### src/rtl/decode_stage.sv
// MIPS instruction-decode stage: regfile read addressing, WB bypass,
// subset decode, load-use stall and ID/EX register with valid/ready.
module decode_stage #(
  parameter int unsigned ENABLE_BYPASS = 1
) (
  input  logic        Clk,
  input  logic        Reset,
  input  logic        InstrValid,
  output logic        InstrReady,
  input  logic [31:0] Instruction,
  output logic [4:0]  ReadRegister1,
  output logic [4:0]  ReadRegister2,
  input  logic [31:0] ReadData1,
  input  logic [31:0] ReadData2,
  input  logic        WbRegWrite,
  input  logic [4:0]  WbWriteRegister,
  input  logic [31:0] WbWriteData,
  output logic        ExValid,
  input  logic        ExReady,
  output logic [31:0] ExOpA,
  output logic [31:0] ExOpB,
  output logic [31:0] ExImm,
  output logic [4:0]  ExRd,
  output logic [2:0]  ExAluOp,
  output logic        ExAluSrc,
  output logic        ExRegWrite,
  output logic        ExMemRead,
  output logic        ExMemWrite
);

  typedef struct packed {
    logic [31:0] op_a;
    logic [31:0] op_b;
    logic [31:0] imm;
    logic [4:0]  rd;
    logic [2:0]  alu_op;
    logic        alu_src;
    logic        reg_write;
    logic        mem_read;
    logic        mem_write;
  } id_ex_t;

  localparam logic [5:0] OP_R    = 6'h00;
  localparam logic [5:0] OP_ADDI = 6'h08;
  localparam logic [5:0] OP_ORI  = 6'h0D;
  localparam logic [5:0] OP_LW   = 6'h23;
  localparam logic [5:0] OP_SW   = 6'h2B;

  localparam logic [2:0] ALU_ADD = 3'b000;
  localparam logic [2:0] ALU_SUB = 3'b001;
  localparam logic [2:0] ALU_AND = 3'b010;
  localparam logic [2:0] ALU_OR  = 3'b011;
  localparam logic [2:0] ALU_SLT = 3'b100;

  logic [5:0] opcode;
  logic [5:0] funct;
  logic [4:0] rs;
  logic [4:0] rt;

  assign opcode = Instruction[31:26];
  assign funct  = Instruction[5:0];
  assign rs     = Instruction[25:21];
  assign rt     = Instruction[20:16];

  assign ReadRegister1 = rs;
  assign ReadRegister2 = rt;

  logic is_r;
  logic is_addi;
  logic is_ori;
  logic is_lw;
  logic is_sw;

  assign is_r    = (opcode == OP_R);
  assign is_addi = (opcode == OP_ADDI);
  assign is_ori  = (opcode == OP_ORI);
  assign is_lw   = (opcode == OP_LW);
  assign is_sw   = (opcode == OP_SW);

  logic bypass_en;
  logic fwd_a;
  logic fwd_b;

  assign bypass_en = (ENABLE_BYPASS != 0);
  assign fwd_a = bypass_en && WbRegWrite &&
                 (WbWriteRegister != 5'd0) &&
                 (WbWriteRegister == rs);
  assign fwd_b = bypass_en && WbRegWrite &&
                 (WbWriteRegister != 5'd0) &&
                 (WbWriteRegister == rt);

  id_ex_t dec;

  always_comb begin
    dec         = '0;
    dec.op_a    = fwd_a ? WbWriteData : ReadData1;
    dec.op_b    = fwd_b ? WbWriteData : ReadData2;
    dec.imm     = {{16{Instruction[15]}}, Instruction[15:0]};
    unique case (1'b1)
      is_r: begin
        dec.rd        = Instruction[15:11];
        dec.reg_write = 1'b1;
        unique case (funct)
          6'h20: dec.alu_op = ALU_ADD;
          6'h22: dec.alu_op = ALU_SUB;
          6'h24: dec.alu_op = ALU_AND;
          6'h25: dec.alu_op = ALU_OR;
          6'h2A: dec.alu_op = ALU_SLT;
          default: begin
            dec.rd        = 5'd0;
            dec.reg_write = 1'b0;
          end
        endcase
      end
      is_addi: begin
        dec.rd        = rt;
        dec.alu_src   = 1'b1;
        dec.reg_write = 1'b1;
      end
      is_ori: begin
        dec.imm       = {16'h0000, Instruction[15:0]};
        dec.alu_op    = ALU_OR;
        dec.rd        = rt;
        dec.alu_src   = 1'b1;
        dec.reg_write = 1'b1;
      end
      is_lw: begin
        dec.rd        = rt;
        dec.alu_src   = 1'b1;
        dec.reg_write = 1'b1;
        dec.mem_read  = 1'b1;
      end
      is_sw: begin
        dec.alu_src   = 1'b1;
        dec.mem_write = 1'b1;
      end
      default: ;
    endcase
    // $zero is never a real destination
    if (dec.rd == 5'd0) dec.reg_write = 1'b0;
  end

  id_ex_t ex_d;
  id_ex_t ex_q;
  logic   ex_valid_d;
  logic   ex_valid_q;
  logic   advance;
  logic   uses_rt;
  logic   stall;
  logic   accept;

  assign advance = !ex_valid_q || ExReady;
  assign uses_rt = is_r || is_sw;
  assign stall   = ex_valid_q && ex_q.mem_read &&
                   (ex_q.rd != 5'd0) &&
                   ((ex_q.rd == rs) ||
                    (uses_rt && (ex_q.rd == rt)));

  assign InstrReady = advance && !stall && !Reset;
  assign accept     = InstrValid && InstrReady;

  always_comb begin
    ex_d       = ex_q;
    ex_valid_d = ex_valid_q;
    if (advance) begin
      ex_valid_d = accept;
      if (accept) ex_d = dec;
    end
  end

  always_ff @(posedge Clk) begin
    if (Reset) begin
      ex_q       <= '0;
      ex_valid_q <= 1'b0;
    end else begin
      ex_q       <= ex_d;
      ex_valid_q <= ex_valid_d;
    end
  end

  assign ExValid    = ex_valid_q;
  assign ExOpA      = ex_q.op_a;
  assign ExOpB      = ex_q.op_b;
  assign ExImm      = ex_q.imm;
  assign ExRd       = ex_q.rd;
  assign ExAluOp    = ex_q.alu_op;
  assign ExAluSrc   = ex_q.alu_src;
  assign ExRegWrite = ex_q.reg_write;
  assign ExMemRead  = ex_q.mem_read;
  assign ExMemWrite = ex_q.mem_write;

endmodule
### config.mk
export PLATFORM = sky130hd
export DESIGN_NAME = decode_stage
export DESIGN_NICKNAME = d
export VERILOG_FILES = /design/src/rtl/decode_stage.sv
export SDC_FILE = /design/constraint.sdc
export NUM_CORES = 1
export LEC_CHECK = 0
export CAP_MARGIN = 20
export CORE_MARGIN = 5
export CORE_UTILIZATION = 43
export CTS_BUF_LIST = sky130_fd_sc_hd__clkbuf_16
export DETAILED_ROUTE_END_ITERATION = 16
export PLACE_DENSITY = 0.95
export SLEW_MARGIN = 5
export SYNTH_ARGS = -nofsm -noshare
export SYNTH_HDL_FRONTEND = slang
export SYNTH_SLANG_ARGS = --single-unit
### constraint.sdc
create_clock -name Clk -period 3 [get_ports Clk]
set_input_delay 0.3 -clock Clk [delete_from_list [all_inputs] [get_ports Clk]]
set_output_delay 0.3 -clock Clk [all_outputs]
set_load 0.1 [all_outputs]
==> Word level (Yosys, flattened, before mapping) <==
Cells that the tools add are included.
{ "op_classes": {"eq_ne": 13, "mux": 13, "n_reduce_logical": 24} }
{ "op_table": {"columns": ["cell", "count"], "rows": [
  ["$mux W32", 3],
  ["$eq A6 B6 Y1 const B", 7],
  ["$eq A5 B5 Y1", 4],
  ["$eq A6 B4 Y1 const B", 2],
  ["$pmux W3 S4", 1],
  ["$logic_and A1 B1 Y1", 10],
  ["$pmux W5 S2", 1],
  ["$reduce_bool A5 Y1", 2],
  ["$logic_not A6 Y1", 1],
  ["$pmux W3 S2", 1],
  ["$logic_not A5 Y1", 1],
  ["$mux W1", 5],
  ["$mux W5", 1],
  ["$reduce_or A5 Y1", 1],
  ["$reduce_or A4 Y1", 1],
  ["$logic_not A1 Y1", 3],
  ["$logic_or A1 B1 Y1", 3],
  ["$reduce_or A3 Y1", 1],
  ["$pmux W1 S2", 1],
  ["$reduce_and A2 Y1", 1]
]} }
{ "word_totals": {"ff_bits": 109} }

==> Depth between registers and ports, before layout <==
Gate-level depths: netlist (run 1).
{ "logic_depth": {"depth_word": 10, "mapped_depth": 9} }

==> Worst setup path before layout (run 1) <==
OpenSTA, ideal clock, no wires.
{ "synth_timing": {"kind": "register -> output", "from": "register ex_q (netlist bit ExRd[0])", "to": "output port InstrReady", "arrival_ns": 3.073, "slack_ns": -0.373, "path_stages_with_launch": 6, "path_buffers": 0, "path_cell_list": "dfxtp_1 > or4_1 > o21ai_1 > a21oi_1 > o21ai_0 > nor2b_1"} }
{ "synth_between": {"elab_chain_cells": 7, "word_cells_on_any_way": 10, "cone_classes": "eq/ne: 2; reduce/logical: 8"} }
{ "synth_lines": {"columns": ["item", "line", "rtl"], "rows": [
  ["from (decl)", "144", "id_ex_t ex_q;"],
  ["from (signal assigned)", "173", "ex_q <= '0;"],
  ["from (signal assigned)", "176", "ex_q <= ex_d;"],
  ["$eq A5 B5 Y1", "157", "(uses_rt && (ex_q.rd == rt)));"],
  ["$logic_and A1 B1 Y1", "157", null],
  ["$logic_or A1 B1 Y1", "156", "((ex_q.rd == rs) ||"],
  ["$logic_and A1 B1 Y1 (*)", "155", "(ex_q.rd != 5'd0) &&"],
  ["$logic_not A1 Y1 (*)", "159", "assign InstrReady = advance && !stall && !Reset;"],
  ["$logic_and A1 B1 Y1 (*) (2 in a row)", "159", null],
  ["to (decl)", "9", "output logic InstrReady,"]
]} }
Mark *: on every way between the ends. The rest lies on a longest branch, timed or not.

==> Final worst setup path (run 1) <==
{ "layout_timing": {"from": "input port Instruction[26]", "to": "output port InstrReady"} }
{ "layout_between": {"elab_chain_cells": 8, "word_cells_on_any_way": 9, "cone_classes": "eq/ne: 1; reduce/logical: 8"} }
{ "layout_lines": {"columns": ["item", "line", "rtl"], "rows": [
  ["from (decl)", "10", "input logic [31:0] Instruction,"],
  ["$eq A6 B6 Y1 / $logic_not A6 Y1 (equally long branches)", "78, 74", null],
  ["$logic_or A1 B1 Y1 (*)", "153", "assign uses_rt = is_r || is_sw;"],
  ["$logic_and A1 B1 Y1 (*)", "157", null],
  ["$logic_or A1 B1 Y1 (*)", "156", null],
  ["$logic_and A1 B1 Y1 (*)", "155", null],
  ["$logic_not A1 Y1 (*)", "159", null],
  ["$logic_and A1 B1 Y1 (*) (2 in a row)", "159", null]
]} }
Marked as above.

==> impl_results.md, run 1 <==
* Status: finished clean
* Dpl cell area at 7200 sq um
* Met2 WL at around 8500 microns
* Static Leak at 0.00279 uW
* Most frequent cells in the layout: clkdlybuf4s50_1, buf_4, dfxtp_1, a211oi_1, mux2i_1
* Final WL at 17000 microns
* Vias in the first global route at a little over 5000
* Final core occ at between 60% and 70%
* Hold-fix buffers, CTS at 0
* Mapped Nets at 664
* GP Congestion at about 0.85
* Critical Path Fanout Max at 5
* Post-synth top flop: dfxtp_1
* FFs w/ async S/R, synth at 0%
* CTS clk-pin slew, worst paths at 0.06 ns
* Hold Fails Final Rpt at 0
* Post_cts resized at 0
* Routed WL per cell at between 15 and 20 microns
* Synthesis-stage register bit count at 94
* Crit path DAT at 2.47 ns
* Kind of critical path: input pin to primary output
* H-tree levels at 3
* Crit path capture type: primary output
* Average size of a mapped cell at 9.29 sq um
* Core area at 11300 sq um
* GRT Util Overall at 23.9%
* # nets final at 882
* Clock Tree Buf Depth at 2
* Count of input and output buffers at 257
* Share of post-route cells with drive strength above 1 at 22.8%
* Worst EP required at roughly 2.7 ns
* Chip Height at 117 microns
* Vias per inst at 5.72
* Total clock sinks at 94
* Hold Crit Endpoint: ExImm[12]
* Initial Util at roughly 43%
* Synth warn at 0
* Hold Slack at 0.469 ns
* Design Area, Final at 7480 sq um
* DP Wirelength at between 10000 and 15000 microns
* Die area at 13600 sq um
* Slew HR at 25.6%
* Layout area overhead at 53.1%
* Antenna Cells at 0
* Filler Cell Count at 829
* Commonest non-fill, non-tap cell in the layout: clkdlybuf4s50_1
* Post-Route M1 WL at 6120 microns
* Met3 WL post-DR at 1810 microns
* Seq/Total Area, Yosys at approximately 39%
* Top-Level Pins at ~260
* Reg-to-Reg End: ExOpB[19]
* Max IR drop VDD at roughly 0.34 mV
* Post-layout minimum cycle time at 2.77 ns
* Worst setup SP type: input pin
* RSZ-0062 raised after global routing: false
* Clock Latency Late Sink at 0.33 ns
* Worst R2R Start: ExRd[4]
* CTS tree: yes
* Measured slew at the worst slew-check pin at 1.11 ns
* Tcrit/Tclk final at between 90% and 100%
* Post-synth EDFFs at 0
* Cell Pwr Density at 600 nW/um^2
* First-pass GRT wire length at around 26000 microns
* Initial antenna violation count at 0
* Post-synthesis cell type count at 35
* Antenna Violating Nets Remaining at 0
* Max-Cap Viols at 0
* Total gr overflow at 0
* Setup Viol. Count Final at 0
* Min-delay src: ExImm[12]
* Via Count at between 5000 and 6000
* TritonRoute pass-1 iters at 6
* R2r setup slk at approximately 0.49 ns
* Pre-CTS setup slack at 0.0808 ns
* Initial DRC Count at 431
* CTS Buf Count at 9
* Clock root buffer: clkbuf_16
* Top Layer Used: met4
* Hold path cells at 2
* Drt drc at 0
* Clock skew at 0.00801 ns
* Largest net degree at the start of global routing at a little under 100
* Die width at 117 microns
* Fin Setup TNS at 0 ns
* Setup bufs post-CTS at 0
* Fmax at around 360 MHz
* Rows at 39
* Syn Std Cell Area at around 5000 sq um
* Post-route setup slack at 0.225 ns
* Cells after Synth at 526
* Register-to-Register Path Depth at 6
* Fin. max-slew vios at 0
* HP Class: flop to flop
## state kept, by name (all words and copies together), names as in the netlist
name / flops
ExAluOp: 3
ExAluSrc: 1
ExImm: 17
ExMemRead: 1
ExMemWrite: 1
ExOpA: 32
ExOpB: 32
ExRd: 5
ExRegWrite: 1
ExValid: 1
## cells in the mapped netlist, types with 4 or more instances
library cell   n  area (sq um)
nand4b_1       4          35.0
inv_1          5          18.8
buf_4         28           210
o21ai_0       16          80.1
nor3_1        51           255
a21oi_1       24           120
xnor2_1       11          96.3
clkbuf_1      30           113
nor3_2        23           230
a211oi_1      72           541
nand2_1        8          30.0
buf_6          4          45.0
a22oi_1        6          45.0
nor2_1         7          26.3
o21ai_1        8          40.0
xor2_1         9          78.8
dfxtp_1       94          1880
mux2i_1       66           661
nand4_1        4          25.0
buf_2         11          55.1
nand3_1       20           100
## per-stage QoR
| stage | cells | total power (uW) |
|---|---|---|
| finish | 892 | 4490 |
| global route | 892 | 4660 |
| CTS | 892 | 4520 |
| detailed placement | 876 | 3430 |
| global placement | 876 | 3390 |
| floorplan | 526 | 2900 |
## worst max-delay path: stages
cell	delay [ns]
clkdlybuf4s50_1	0.50
nor4_2	0.38
a21oi_1	0.10
or4_4	0.57
a21oi_1	0.15
o21ai_0	0.08
nor2b_2	0.18
buf_12	0.21
## layout make-up
class	count	area [sq um]	share of cell area [%]
Multi-Input combinational cell	354	2600	34.7
Timing Repair Buffer	280	2520	33.7
Sequential cell	94	1880	25.2
Clock buffer	9	225	3.01
Tap cell	143	179	2.39
Clock inverter	7	57.6	0.769
Inverter	5	18.8	0.251
## metal layers
layer / GRT usage [%] / vias to the layer above
li1: - / 2370
met1: 27.1 / 2365
met2: 42.6 / 313
met3: 6.01 / 54
met4: 10.2 / 0
met5: 0 / -
## power breakdown
group          total, uW  switching (uW)  leakage, uW  internal [uW]
logic               1950            1430      0.00186            521
registers           1450            86.6     0.000777           1360
clock network       1090             458     0.000149            635
total               4490            1970      0.00279           2520
## worst max path at each step
stage | from | to | slack [ns] | cells past startpoint
after floorplan | ExRd[0] | InstrReady | 0.14 | 5
after global placement | WbWriteRegister[2] | ExOpB[24] | 0.20 | 7
after detailed placement | WbWriteRegister[1] | ExOpB[28] | 0.08 | 7
after CTS | Instruction[26] | InstrReady | 0.24 | 8
after global routing | Instruction[26] | InstrReady | 0.13 | 8
final | Instruction[26] | InstrReady | 0.23 | 8
## kinds of logic after synthesis
kind of cell           count (synthesis)  synth area share, %
multiplexers                          66                 13.5
AND/OR/NAND/NOR                      136                 17.4
AO/OA/AOI/OAI                        132                 17.9
flip-flops                            94                 38.5
XOR/XNOR                              20                 3.58
buffers and inverters                 78                 9.04
(Power assumes the default switching activity.)
==> run 2, diff against run 1 <==
Settings changed: ABC_CLOCK_PERIOD_IN_PS from default to 3000, GPL_ROUTABILITY_DRIVEN from default to 0.
==> results of run 2 <==
No change in the layout: final DEF, timing and power equal those of run 1.
==> run 3, diff against run 2 <==
Settings changed: CORE_ASPECT_RATIO from default to 1.2.
==> run 3 against run 2 <==
Wire length down 0.55%. Die area about the same. Fmax rose by 1.3%. Global-route usage about the same. Non-clock buffer count shrank 7. Combinational power hardly changed. Cell area increased by 0.38%. Sequential cell count stayed put. Count of clock-buffer cells in the layout unchanged. Hold slack improved by 0.0015 ns. First-iteration DRC count decreased by 38%.
==> impl_results.md, run 3 (synthesis gave the netlist of run 1 again) <==
* Clock root buffer: clkbuf_16
* Critical Path Fanout Max at 5
* Initial Util at between 40% and 50%
* Layout area overhead at 53.7%
* Final core occ at 67.7%
* Tcrit/Tclk final at 91.3%
* Antenna Violating Nets Remaining at 0
* Worst setup SP type: input pin
* Fin. max-slew vios at 0
* Fin cells at 896
* Top-Level Pins at 258
* First-pass GRT wire length at approximately 26000 microns
* Core area at 11100 sq um
* Largest net degree at the start of global routing at just under 100
* Status: finished clean
* HP Class: flop to flop
* Kind of critical path: input pin to primary output
* Post-layout minimum cycle time at 2.74 ns
* DP Wirelength at about 13000 microns
* Die width at 107 microns
* Drt drc at 0
* Commonest non-fill, non-tap cell in the layout: clkdlybuf4s50_1
* Chip Height at 127 microns
* Initial antenna violation count at 0
* TritonRoute pass-1 iters at 5
* Max-Cap Viols at 0
* RSZ-0062 raised after global routing: false
* H-tree levels at 3
* Hold-fix buffers, CTS at 0
* Pre-CTS setup slack at 0.206 ns
* Vias per inst at 5.62
* Die area at 13600 sq um
* CTS clk-pin slew, worst paths at 0.06 ns
* Post-route setup slack at 0.260 ns
* DP Cell Count at about 900
* Setup bufs post-CTS at 0
* Count of input and output buffers at 257
* Crit path DAT at 2.44 ns
* Max IR drop VDD at 0.383 mV
* Total gr overflow at 0
* Total clock sinks at 94
* Reg area at roughly 1900 sq um
* Via Count at 5038
* Filler Cell Count at 856
* Final WL at between 15000 and 20000 microns
* Final Power at 4590 uW
* # nets final at 875
* Rows at 42
* Post_cts resized at 0
* Share of post-route cells with drive strength above 1 at between 20% and 30%
* Antenna Cells at 0
* Vias in the first global route at slightly above 5000
* Routed WL per cell at 18.9 microns
* Clock Latency Late Sink at 0.34 ns
* Cell Pwr Density at 611 nW/um^2
* Static Leak at 0.00278 uW
* Fin Setup TNS at 0 ns
* CTS Buf Count at 9
* CTS tree: yes
* Measured slew at the worst slew-check pin at 0.975 ns
* Slew HR at 34.8%
* Crit path capture type: primary output
* Initial DRC Count at ~270
* Multi-input logic area at 2600 sq um
* Clock Tree Buf Depth at 2
* GRT Util Overall at 23.9%
* Most frequent cells in the layout: clkdlybuf4s50_1, buf_4, dfxtp_1, a211oi_1, mux2i_1
* Clock skew at 0.00685 ns
* Hold Fails Final Rpt at 0
* Fmax at 365 MHz
* Worst EP required at 2.70 ns
* Setup Viol. Count Final at 0
-- run 3: cell count changes in the layout (fill, tap and decap cells not counted) --
| cell | before | now |
|---|---|---|
| buf_12 | 3 | 7 |
| clkdlybuf4s50_1 | 152 | 149 |
| clkinv_1 | 2 | 1 |
| buf_4 | 125 | 117 |
| clkinvlp_4 | 0 | 1 |
| bufinv_16 | 1 | 2 |
| inv_6 | 1 | 0 |
-- run 3: final timing paths --
kind | startpoint | endpoint | slack (ns) | cells after the start
hold reg to reg | ExImm[8] | ExImm[8] | 0.47 | 2
setup reg to reg | ExRd[4] | ExOpA[26] | 0.68 | 6
hold / removal | ExImm[8] | ExImm[8] | 0.47 | 2
setup / recovery | Instruction[26] | InstrReady | 0.26 | 8
-- run 3: area by class of cell --
class,instances,share of cell area [%]
multi-input combinational,354,34.6
timing repair buffer,273,33.4
sequential,94,25.1
clock buffer,9,3.00
tap,154,2.57
clock inverter,7,1.10
inverter,5,0.250
-- run 3: layer usage --
layer / up-vias / GRT usage, % / share of wire, % / wire length [microns]
li1: 2365 / - / - / -
met1: 2371 / 25.8 / 36 / 6060
met2: 260 / 43.1 / 53 / 8910
met3: 42 / 5.59 / 8.0 / 1350
met4: 0 / 12.1 / 3.5 / 597
met5: - / 0 / 0 / 0
-- run 3: critical path, cell delays in order --
cell,delay (ns)
clkdlybuf4s50_1,0.49
nor4_2,0.36
a21oi_1,0.09
or4_4,0.57
a21oi_1,0.16
o21ai_0,0.08
nor2b_2,0.17
buf_12,0.21
-- run 3: metrics by stage --
stage / instance area (sq um) / hold WS (ns)
2_1_floorplan: 4890 / 0.439
3_3_place_gp: 7200 / 0.454
3_5_place_dp: 7200 / 0.462
4_1_cts: 7510 / 0.471
5_1_grt: 7510 / 0.502
6_report: 7510 / 0.470
-- run 3: report_power, final --
group / switching, uW / leakage [uW] / internal, uW
clock network: 466 / 0.000157 / 719
logic: 1430 / 0.00184 / 524
registers: 87.3 / 0.000777 / 1360
